$ cat config.mk
export PLATFORM = sky130hd
export DESIGN_NAME = gate_bist_ctrl
export DESIGN_NICKNAME = d
export VERILOG_FILES = /design/src/rtl/gate_bist_pkg.sv /design/src/rtl/gate_bist_ctrl.sv
export SDC_FILE = /design/constraint.sdc
export NUM_CORES = 1
export LEC_CHECK = 0
export ABC_AREA = 1
export CAP_MARGIN = 30
export CELL_PAD_IN_SITES_DETAIL_PLACEMENT = 0
export CELL_PAD_IN_SITES_GLOBAL_PLACEMENT = 1
export CORE_MARGIN = 8
export CORE_UTILIZATION = 35
export DETAILED_ROUTE_END_ITERATION = 16
export PLACE_DENSITY = 0.79
export REMOVE_ABC_BUFFERS = 1
export SLEW_MARGIN = 0
export SYNTH_ARGS = -nofsm -noshare
export SYNTH_HDL_FRONTEND = slang
export SYNTH_SLANG_ARGS = --single-unit
$ cat constraint.sdc
create_clock -name clk -period 1.9 [get_ports clk]
set_input_delay 0.19 -clock clk [delete_from_list [all_inputs] [get_ports clk]]
set_output_delay 0.19 -clock clk [all_outputs]
set_load 0.02 [all_outputs]
$ cat src/rtl/gate_bist_pkg.sv
// Shared types and constants for the gate-unit BIST sequencer:
// FSM states, expected truth table and result bit positions.
`default_nettype none

package gate_bist_pkg;

    typedef enum logic [1:0] {
        IDLE  = 2'd0,
        APPLY = 2'd1,
        CHECK = 2'd2,
        DONE  = 2'd3
    } state_e;

    localparam int RES_W = 7;

    // Bit positions inside the gate unit result word.
    localparam int RES_NAND  = 0;
    localparam int RES_NOT_A = 1;
    localparam int RES_AND   = 2;
    localparam int RES_OR    = 3;
    localparam int RES_NOR   = 4;
    localparam int RES_XOR   = 5;
    localparam int RES_XNOR  = 6;

    // Indexed by the applied vector {a,b}.
    localparam logic [RES_W-1:0] EXP_TABLE [0:3] = '{7'h53, 7'h2B, 7'h29, 7'h4C};

endpackage : gate_bist_pkg

`default_nettype wire

$ cat src/rtl/gate_bist_ctrl.sv
// BIST sequencer: walks {a,b} through 00..11, waits SETTLE cycles per vector,
// compares the seven gate-unit outputs against EXP_TABLE and records the results.
`default_nettype none

module gate_bist_ctrl
    import gate_bist_pkg::*;
#(
    parameter int unsigned SETTLE = 1
) (
    input  logic             clk,
    input  logic             rst_n,
    input  logic             start,
    input  logic [RES_W-1:0] res,
    output logic             a,
    output logic             b,
    output logic             busy,
    output logic             done,
    output logic             pass,
    output logic [RES_W-1:0] fail_mask,
    output logic             fail_seen,
    output logic [1:0]       first_fail
);

    localparam logic [3:0] SETTLE_LAST = 4'(SETTLE - 1);

    state_e           state_q, state_d;
    logic [1:0]       vec_q, vec_d;
    logic [3:0]       cnt_q, cnt_d;
    logic [RES_W-1:0] mask_q, mask_d;
    logic             seen_q, seen_d;
    logic [1:0]       ff_q, ff_d;
    logic             pass_q, pass_d;
    logic [RES_W-1:0] mismatch;

    assign mismatch = res ^ EXP_TABLE[vec_q];

    always_comb begin
        state_d = state_q;
        vec_d   = vec_q;
        cnt_d   = cnt_q;
        mask_d  = mask_q;
        seen_d  = seen_q;
        ff_d    = ff_q;
        pass_d  = pass_q;
        case (state_q)
            IDLE: begin
                if (start) begin
                    mask_d  = '0;
                    seen_d  = 1'b0;
                    ff_d    = 2'd0;
                    pass_d  = 1'b0;
                    vec_d   = 2'd0;
                    cnt_d   = 4'd0;
                    state_d = APPLY;
                end
            end
            APPLY: begin
                cnt_d = cnt_q + 4'd1;
                if (cnt_q == SETTLE_LAST) begin
                    state_d = CHECK;
                end
            end
            CHECK: begin
                mask_d = mask_q | mismatch;
                // Only the first failing vector is remembered.
                if ((mismatch != '0) && !seen_q) begin
                    seen_d = 1'b1;
                    ff_d   = vec_q;
                end
                if (vec_q == 2'd3) begin
                    state_d = DONE;
                end else begin
                    vec_d   = vec_q + 2'd1;
                    cnt_d   = 4'd0;
                    state_d = APPLY;
                end
            end
            DONE: begin
                pass_d  = (mask_q == '0);
                state_d = IDLE;
            end
            default: state_d = IDLE;
        endcase
    end

    always_ff @(posedge clk or negedge rst_n) begin
        if (!rst_n) begin
            state_q <= IDLE;
            vec_q   <= 2'd0;
            cnt_q   <= 4'd0;
            mask_q  <= '0;
            seen_q  <= 1'b0;
            ff_q    <= 2'd0;
            pass_q  <= 1'b0;
        end else begin
            state_q <= state_d;
            vec_q   <= vec_d;
            cnt_q   <= cnt_d;
            mask_q  <= mask_d;
            seen_q  <= seen_d;
            ff_q    <= ff_d;
            pass_q  <= pass_d;
        end
    end

    // The vector register is the stimulus itself, so a/b stay registered.
    assign a          = vec_q[1];
    assign b          = vec_q[0];
    assign busy       = (state_q != IDLE);
    assign done       = (state_q == DONE);
    assign pass       = pass_q;
    assign fail_mask  = mask_q;
    assign fail_seen  = seen_q;
    assign first_fail = ff_q;

endmodule : gate_bist_ctrl

`default_nettype wire

==> results of run 1 <==
==> logic make-up after synthesis <==
logic type                 synth area share [%]
AOI/OAI and AO/OA                          6.05
xor gates and xnor gates                   2.40
and+or+nand+nor                            31.1
buffers and inverters                      10.3
adders and majority gates                  6.85
DFF                                        43.4
==> worst paths after layout <==
check / start / endpoint / slack (ns) / depth (start not counted)
worst max register to register: vec_q[1]$_DFFE_PN0P_ / first_fail[1]$_DFFE_PN0P_ / 0.19 / 10
max in group asynchronous: rst_n / cnt_q[1]$_DFFE_PN0P_ / 1.49 / 2
worst max-delay path: state_q[0]$_DFFE_PN0P_ / busy / 0.15 / 3
min in group clk: first_fail[1]$_DFFE_PN0P_ / first_fail[1]$_DFFE_PN0P_ / 0.48 / 2
worst min register to register: first_fail[1]$_DFFE_PN0P_ / first_fail[1]$_DFFE_PN0P_ / 0.48 / 2
worst min-delay path: rst_n / fail_mask[3]$_DFFE_PN0P_ / 0.21 / 2
==> power by group through the flow <==
stage / registers (W) / logic, W / clock network (W)
floorplan: 0.000793 / 0.000594 / 0
global placement: 0.000680 / 0.00111 / 0
detailed placement: 0.000688 / 0.00113 / 0
CTS: 0.000680 / 0.00113 / 0.000209
global route: 0.000704 / 0.00127 / 0.000228
finish: 0.000678 / 0.00113 / 0.000201
==> final cells by class <==
cell class              instances  area share [%]
clock buffers                   4            1.83
inverters                      30            7.86
multi-input cells              96            36.0
flip-flops and latches         19            33.2
well taps                      44            3.84
repair buffers                 25            17.3
==> routing by layer <==
metal	up-vias	track usage (%)	share of wire, %
li1	500	-	-
met1	423	13.8	49
met2	20	15.8	45
met3	4	2.75	4.7
met4	0	4.76	1.7
met5	-	0	0
==> synthesized netlist by cell type, drive strengths merged <==
cell / number
inv: 30
o22ai: 2
dfrtp: 19
a21oi: 3
ha: 6
xnor2: 2
nand2: 42
nor2: 20
o21ai: 7
nor3: 1
nand4: 2
nand3: 9
nor4: 1
xor2: 1
==> flip-flops by register name, indices dropped and copies added, names as in the netlist <==
signal      count
fail_mask       7
cnt_q           4
first_fail      2
state_q         2
vec_q           2
fail_seen       1
pass            1
==> worst max-delay path, cell delays in order (launching register included) <==
cell             delay [ns]
dfrtp_1                0.43
inv_2                  0.08
nand2_1                0.12
clkdlybuf4s50_1        0.63
==> cell usage in the layout, fill, tap and decap left out <==
cell type / netlist / routed
inv_2: 6 / 6
o21ai_0: 5 / 5
clkbuf_1: 0 / 1
clkbuf_4: 0 / 3
nand4_1: 1 / 1
xor2_1: 1 / 1
nand2_1: 40 / 40
nand4_2: 1 / 1
xnor2_2: 0 / 1
nand2_2: 2 / 2
nor3_2: 1 / 1
o21ai_2: 1 / 1
xnor2_1: 2 / 1
o22ai_1: 2 / 2
nor2_4: 2 / 2
inv_1: 24 / 24
a21oi_1: 3 / 3
ha_1: 6 / 6
nor2_2: 1 / 1
nand3_1: 8 / 8
dfrtp_1: 19 / 19
o21ai_1: 1 / 1
buf_4: 0 / 1
nand3_2: 1 / 1
nor2_1: 17 / 17
nor4_1: 1 / 1
clkdlybuf4s50_1: 0 / 24
==> through the flow <==
stage / setup TNS (ns) / instance area [µm²]
after CTS: 0 / 1430
final: 0 / 1430
after global placement: 0 / 1400
after global routing: -0.0101 / 1430
after floorplan: 0 / 1100
after detailed placement: 0 / 1400
==> Implementation_results.wiki, run 1 <==
{| class="wikitable"
! Metric !! Value
|-
| Run status || complete, no violations
|-
| Max H-tree Level || 1
|-
| Cells taking the most area after synthesis || dfrtp_1 43%, nand2_1 14%, inv_1 8.2%, ha_1 6.8%, nor2_1 5.8%
|-
| Setup repair bufs after CTS || 0
|-
| Portion of the clock cycle consumed by the worst path in the final layout || 92.0%
|-
| Internal Power || 0.00110 W
|-
| Net switching fraction of the power || between 40% and 50%
|-
| WL/cell || between 10 and 15 µm
|-
| Source-to-sink clock delay at the later pin of the worst-skew pair || 0.29 ns
|-
| GRT Overall Usage || 10.5%
|-
| Arrival @ worst endpoint || 1.56 ns
|-
| Post-CTS clock slew at the launch and capture registers of the worst setup and hold paths || 0.10 ns
|-
| Sequential fraction of design power || 33.8%
|-
| Final weighted congestion in routability-driven placement || 0.779
|-
| Overflow left after global routing || 0
|-
| Placeable core region || 3030 µm²
|-
| CTS tree || built
|-
| Cell Area, Synth || 1100 µm²
|-
| Total routed wirelength || around 2.4 mm
|-
| Cell Count, Final, Fillers Out || 218
|-
| Post-cts gate resize count || 0
|-
| Post-route clock skew || 0.00383 ns
|-
| Worst Path Required || 1.71 ns
|-
| Multi-input logic area || around 520 µm²
|-
| Leakage power summed over all cells || 0.716 nW
|-
| Final standard cell utilization of the core || a little under half
|-
| Fraction of final layout cells sized beyond drive strength 1 || a little under an eighth
|-
| Width of the chip || 72.0 µm
|-
| Final worst slack || 0.151 ns
|-
| Power density normalized to cell area || 1400 nW/µm²
|-
| Setup-violating endpoint count in the final report || 0
|-
| Placed insts || 214
|-
| Combinational cell fraction of total power || 56.2%
|-
| Type of the worst setup path || reg2out
|-
| Number of flip-flops and latches in the synthesized netlist || 19
|-
| Clock Power Share || roughly a tenth
|-
| Seq/Total Area, Yosys || 43.4%
|-
| N_diodes || 0
|-
| Yosys warning count || 0
|-
| Critical Path Fanout Max || 5
|-
| Total Nets Final || ~190
|-
| Period minus WS final || 1.75 ns
|-
| Antenna violations before repair || 0
|-
| Pin count of the biggest net entering global routing || 20
|-
| DR pass1 iterations || 4
|-
| VDD IR max || 500 µV
|-
| Worst hold path class || in2async
|-
| Switch Pwr || 0.000912 W
|-
| Worst setup timing slack at the placement stage || 0.112 ns
|-
| Via Count || 947
|-
| PortBufs || 24
|-
| Clock buffer depth || 2
|-
| Number of global-route vias before repair || 973
|-
| Num Clock Sinks || 19
|-
| Sum of internal, switching and leakage power || 0.00201 W
|-
| Vertical die dimension || 72.0 µm
|-
| Worst Setup Start Kind || register
|-
| Final hold violation count || 0
|-
| Number of DRC violations after detailed-routing iteration 0 || 23
|-
| Total count of max-transition violations in the final report || 0
|-
| Num CTS Buffers || 3
|-
| Peak clock frequency supported by timing || 0.572 GHz
|-
| Area taken by flip-flops and latches || 475 µm²
|-
| Hold buffer count at CTS || 0
|-
| Fillers || 333
|-
| Max Cap Viol || 0
|-
| Die Outline Area || slightly above 5000 µm²
|-
| First-pass GRT wire length || between 4 and 5 mm
|-
| Final Hold Slack || 0.211 ns
|-
| Vias/cell || 4.34
|-
| Synth Instances || 145
|-
| Post-detail-place hpwl || 2.04 mm
|-
| Portion of synthesized cell area occupied by the leading cell type || 43.4%
|-
| Synthesized area per cell || 7.56 µm²
|-
| Layout-stage area growth over the synthesis result || 30.7%
|-
| Number of ports placed on the die boundary || 25
|-
| Number of placement rows || 20
|-
| Max-Slew Margin vs Limit || 79.4%
|-
| Root buffer cell || clkbuf_4
|-
| Number of nets with antenna violations after detailed routing || 0
|-
| Transition time at the pin with the least slew margin || 0.306 ns
|-
| Cell accounting for the most synthesized area || dfrtp_1
|-
| # DRC || 0
|-
| Crit end category || output port
|-
| Starting utilization of the core area || 36.2%
|-
| Unique cell type count in the Yosys netlist || 22
|}
(Power assumes the default switching activity.)
==> run 2: changes to the inputs <==
- ABC_AREA: 1 -> not set
- CORE_MARGIN: 8 -> 2
- CORE_UTILIZATION: 35 -> 36
- PLACE_DENSITY: 0.79 -> 0.78
==> Implementation_results.wiki, run 2 <==
{| class="wikitable"
! Metric !! Value
|-
| Run status || complete, no violations
|-
| Post-route clock skew || around 0.0036 ns
|-
| Bufs and invs on worst path || 2
|-
| Portion of synthesized cell area occupied by the leading cell type || 43.3%
|-
| Final hold violation count || 0
|-
| Fraction of final layout cells sized beyond drive strength 1 || between 10% and 20%
|-
| Transition time at the pin with the least slew margin || 0.361 ns
|-
| Width of the chip || between 50 and 60 µm
|-
| Cells taking the most area after synthesis || dfrtp_1 43%, nand2_1 7.2%, ha_1 6.8%, nor2_1 4.4%, a21oi_1 4.1%
|-
| Peak clock frequency supported by timing || 0.561 GHz
|-
| Slowest cell on the critical path || clkdlybuf4s50_1
|-
| Synth Instances || 124
|-
| Worst setup path end || done
|-
| Max H-tree Level || 1
|-
| Highest-count cells in the layout ignoring fill and taps || 24 x clkdlybuf4s50_1, 21 x nand2_1, 17 x dfrtp_1
|-
| Most frequent cells after synthesis || 21 x nand2_1, 19 x dfrtp_1, 13 x nor2_1, 9 x a21oi_1, 9 x o21ai_0
|-
| PortBufs || 24
|-
| Num CTS Buffers || 3
|-
| Kind of cell adding the most delay to the critical path || buffers and inverters
|-
| Type of the worst setup path || reg2out
|-
| Post-CTS clock slew at the launch and capture registers of the worst setup and hold paths || 0.11 ns
|-
| Power density normalized to cell area || 1450 nW/µm²
|-
| Placeable core region || 2980 µm²
|-
| GRT Overall Usage || between 10% and 20%
|-
| Worst hold path class || in2async
|-
| Number of global-route vias before repair || 868
|-
| Number of nets with antenna violations after detailed routing || 0
|-
| Die Outline Area || approximately 3500 µm²
|-
| Synthesized area per cell || 8.86 µm²
|-
| Worst reg2reg setup slack || 0.14 ns
|-
| Max Cap Viol || 0
|-
| Leakage power summed over all cells || between 0.6 and 0.7 nW
|-
| Main synth FF type || dfrtp_1
|-
| Startpoint of the worst-slack reg-to-reg timing path || vec_q[1]$_DFFE_PN0P_
|-
| Vias/cell || 5.21
|-
| Portion of the clock cycle consumed by the worst path in the final layout || 93.9%
|-
| Seq/Total Area, Yosys || 43.3%
|-
| Vertical die dimension || 59.2 µm
|-
| FFs w/ async S/R, synth || 100%
|-
| Final worst slack || 0.116 ns
|-
| Via Count || 963
|-
| Cells traversed along the worst timing path || inv_2 -> nor2_1 -> clkdlybuf4s50_1
|-
| CP startpoint || state_q[0]$_DFFE_PN0P_
|-
| Unique cell type count in the Yosys netlist || 30
|-
| Total routed wirelength || 2.57 mm
|-
| Crit end category || output port
|-
| Worst Setup Start Kind || register
|-
| Number of enable-type register cells in the synthesized netlist || 0
|-
| Worst Path Required || 1.71 ns
|-
| Layout-stage area growth over the synthesis result || 31.3%
|-
| Max-Slew Margin vs Limit || around three quarters
|-
| Overflow left after global routing || 0
|-
| Total Nets Final || 169
|-
| Max reg flops || 7
|-
| Source-to-sink clock delay at the later pin of the worst-skew pair || 0.30 ns
|-
| Arrival @ worst endpoint || 1.59 ns
|-
| Antenna violations before repair || 0
|-
| Cell Area, Synth || about 1100 µm²
|-
| Sum Neg Setup Slack || 0 ns
|-
| Stages on worst setup path || 3
|-
| Highest cell delay on the worst timing path || 0.64 ns
|-
| Cell count of the worst reg-to-reg path || 7
|-
| Worst setup timing slack at the placement stage || 0.0534 ns
|-
| Critical Path Fanout Max || 12
|-
| DR pass1 iterations || 4
|-
| Root buffer cell || clkbuf_4
|-
| Number of flip-flops and latches in the synthesized netlist || 19
|-
| Total count of max-transition violations in the final report || 0
|-
| Critical R2R Capture || first_fail[1]$_DFFE_PN0P_
|-
| Post-detail-place hpwl || approximately 1.9 mm
|-
| Period minus WS final || 1.78 ns
|-
| N_diodes || 0
|-
| Starting utilization of the core area || about 37%
|-
| Placed insts || between 150 and 200
|-
| # DRC || 0
|-
| Setup repair bufs after CTS || 0
|-
| Yosys warning count || 0
|-
| Num Clock Sinks || 19
|-
| Number of ports placed on the die boundary || 25
|-
| Clock buffer depth || 2
|-
| Final standard cell utilization of the core || 48.4%
|-
| WL/cell || 13.9 µm
|-
| Cell Count, Final, Fillers Out || between 150 and 200
|-
| Commonest non-fill, non-tap cell in the layout || clkdlybuf4s50_1
|-
| Final weighted congestion in routability-driven placement || roughly 0.72
|-
| VDD IR max || between 500 and 600 µV
|-
| CTS tree || built
|-
| Pin count of the biggest net entering global routing || 20
|-
| Cell accounting for the most synthesized area || dfrtp_1
|-
| Number of DRC violations after detailed-routing iteration 0 || 29
|-
| First-pass GRT wire length || 4.11 mm
|-
| Number of placement rows || 20
|-
| Setup-violating endpoint count in the final report || 0
|-
| Dominant cell by count in the synthesized netlist || nand2_1
|}
## run 2: changes by cell type after synthesis, moves of 3 or more
| cell | delta |
|---|---|
| inv_2 | -4 |
| nor3_1 | +3 |
| a21oi_1 | +6 |
| nor2_1 | -4 |
| o21ai_0 | +4 |
| nand3_1 | -5 |
| nand2_1 | -19 |
| xor2_1 | +3 |
| inv_1 | -19 |
| o21ai_1 | +5 |
## run 2: layout make-up
type / count / area (µm²)
clock buffer: 3 / 22.5
clock inverter: 1 / 5.00
fill: 297 / 1540
inverter: 7 / 26.3
multi-input combinational: 94 / 599
sequential: 19 / 478
tap: 33 / 41.3
timing repair buffer: 28 / 270
## run 2: worst min-delay path by stage
stage	end	depth (start not counted)
floorplan	cnt_q[0]$_DFFE_PN0P_	0
global placement	cnt_q[3]$_DFFE_PN0P_	1
detailed placement	cnt_q[3]$_DFFE_PN0P_	1
CTS	fail_mask[4]$_DFFE_PN0P_	2
global route	fail_mask[5]$_DFFE_PN0P_	2
finish	pass$_DFFE_PN0P_	2
## run 2: power by group
group          switching [W]  total [W]  internal [W]
clock network       0.000130   0.000209     0.0000785
registers           0.000147   0.000697      0.000551
logic               0.000661    0.00118      0.000522
## run 2: metrics by stage
step | hold WS (ns) | total power (W) | cell area, µm²
2_1_floorplan | -0.106 | 0.00140 | 1080
3_3_place_gp | 0.485 | 0.00185 | 1390
3_5_place_dp | 0.483 | 0.00187 | 1390
4_1_cts | 0.208 | 0.00208 | 1420
5_1_grt | 0.218 | 0.00226 | 1440
6_report | 0.213 | 0.00209 | 1440
## run 2: cells by family after synthesis
group	Yosys count	share of synthesized area [%]
DFF	19	43.3
and+or+nand+nor	45	18.0
AOI/OAI and AO/OA	34	19.2
xor gates and xnor gates	8	7.74
adders and majority gates	6	6.83
buffers and inverters	11	3.99
muxes	1	0.911
## run 2: what timing repair did
item,CTS,global route
gates resized for setup,0,6
endpoints found under the setup margin,0,3
hold buffers,0,0
## run 2: metal layers
metal	part of all wire (%)	track usage, %
met5	0	0
met2	47	24.5
met4	1.5	5.84
met3	5.0	2.84
met1	47	21.3
==> run 3: changes to the inputs <==
- CTS_CLUSTER_SIZE: not set -> 14
- HOLD_SLACK_MARGIN: not set -> 0.02
==> results of run 3 <==
Same layout as run 2: the final DEF is identical, and so are final timing and power.
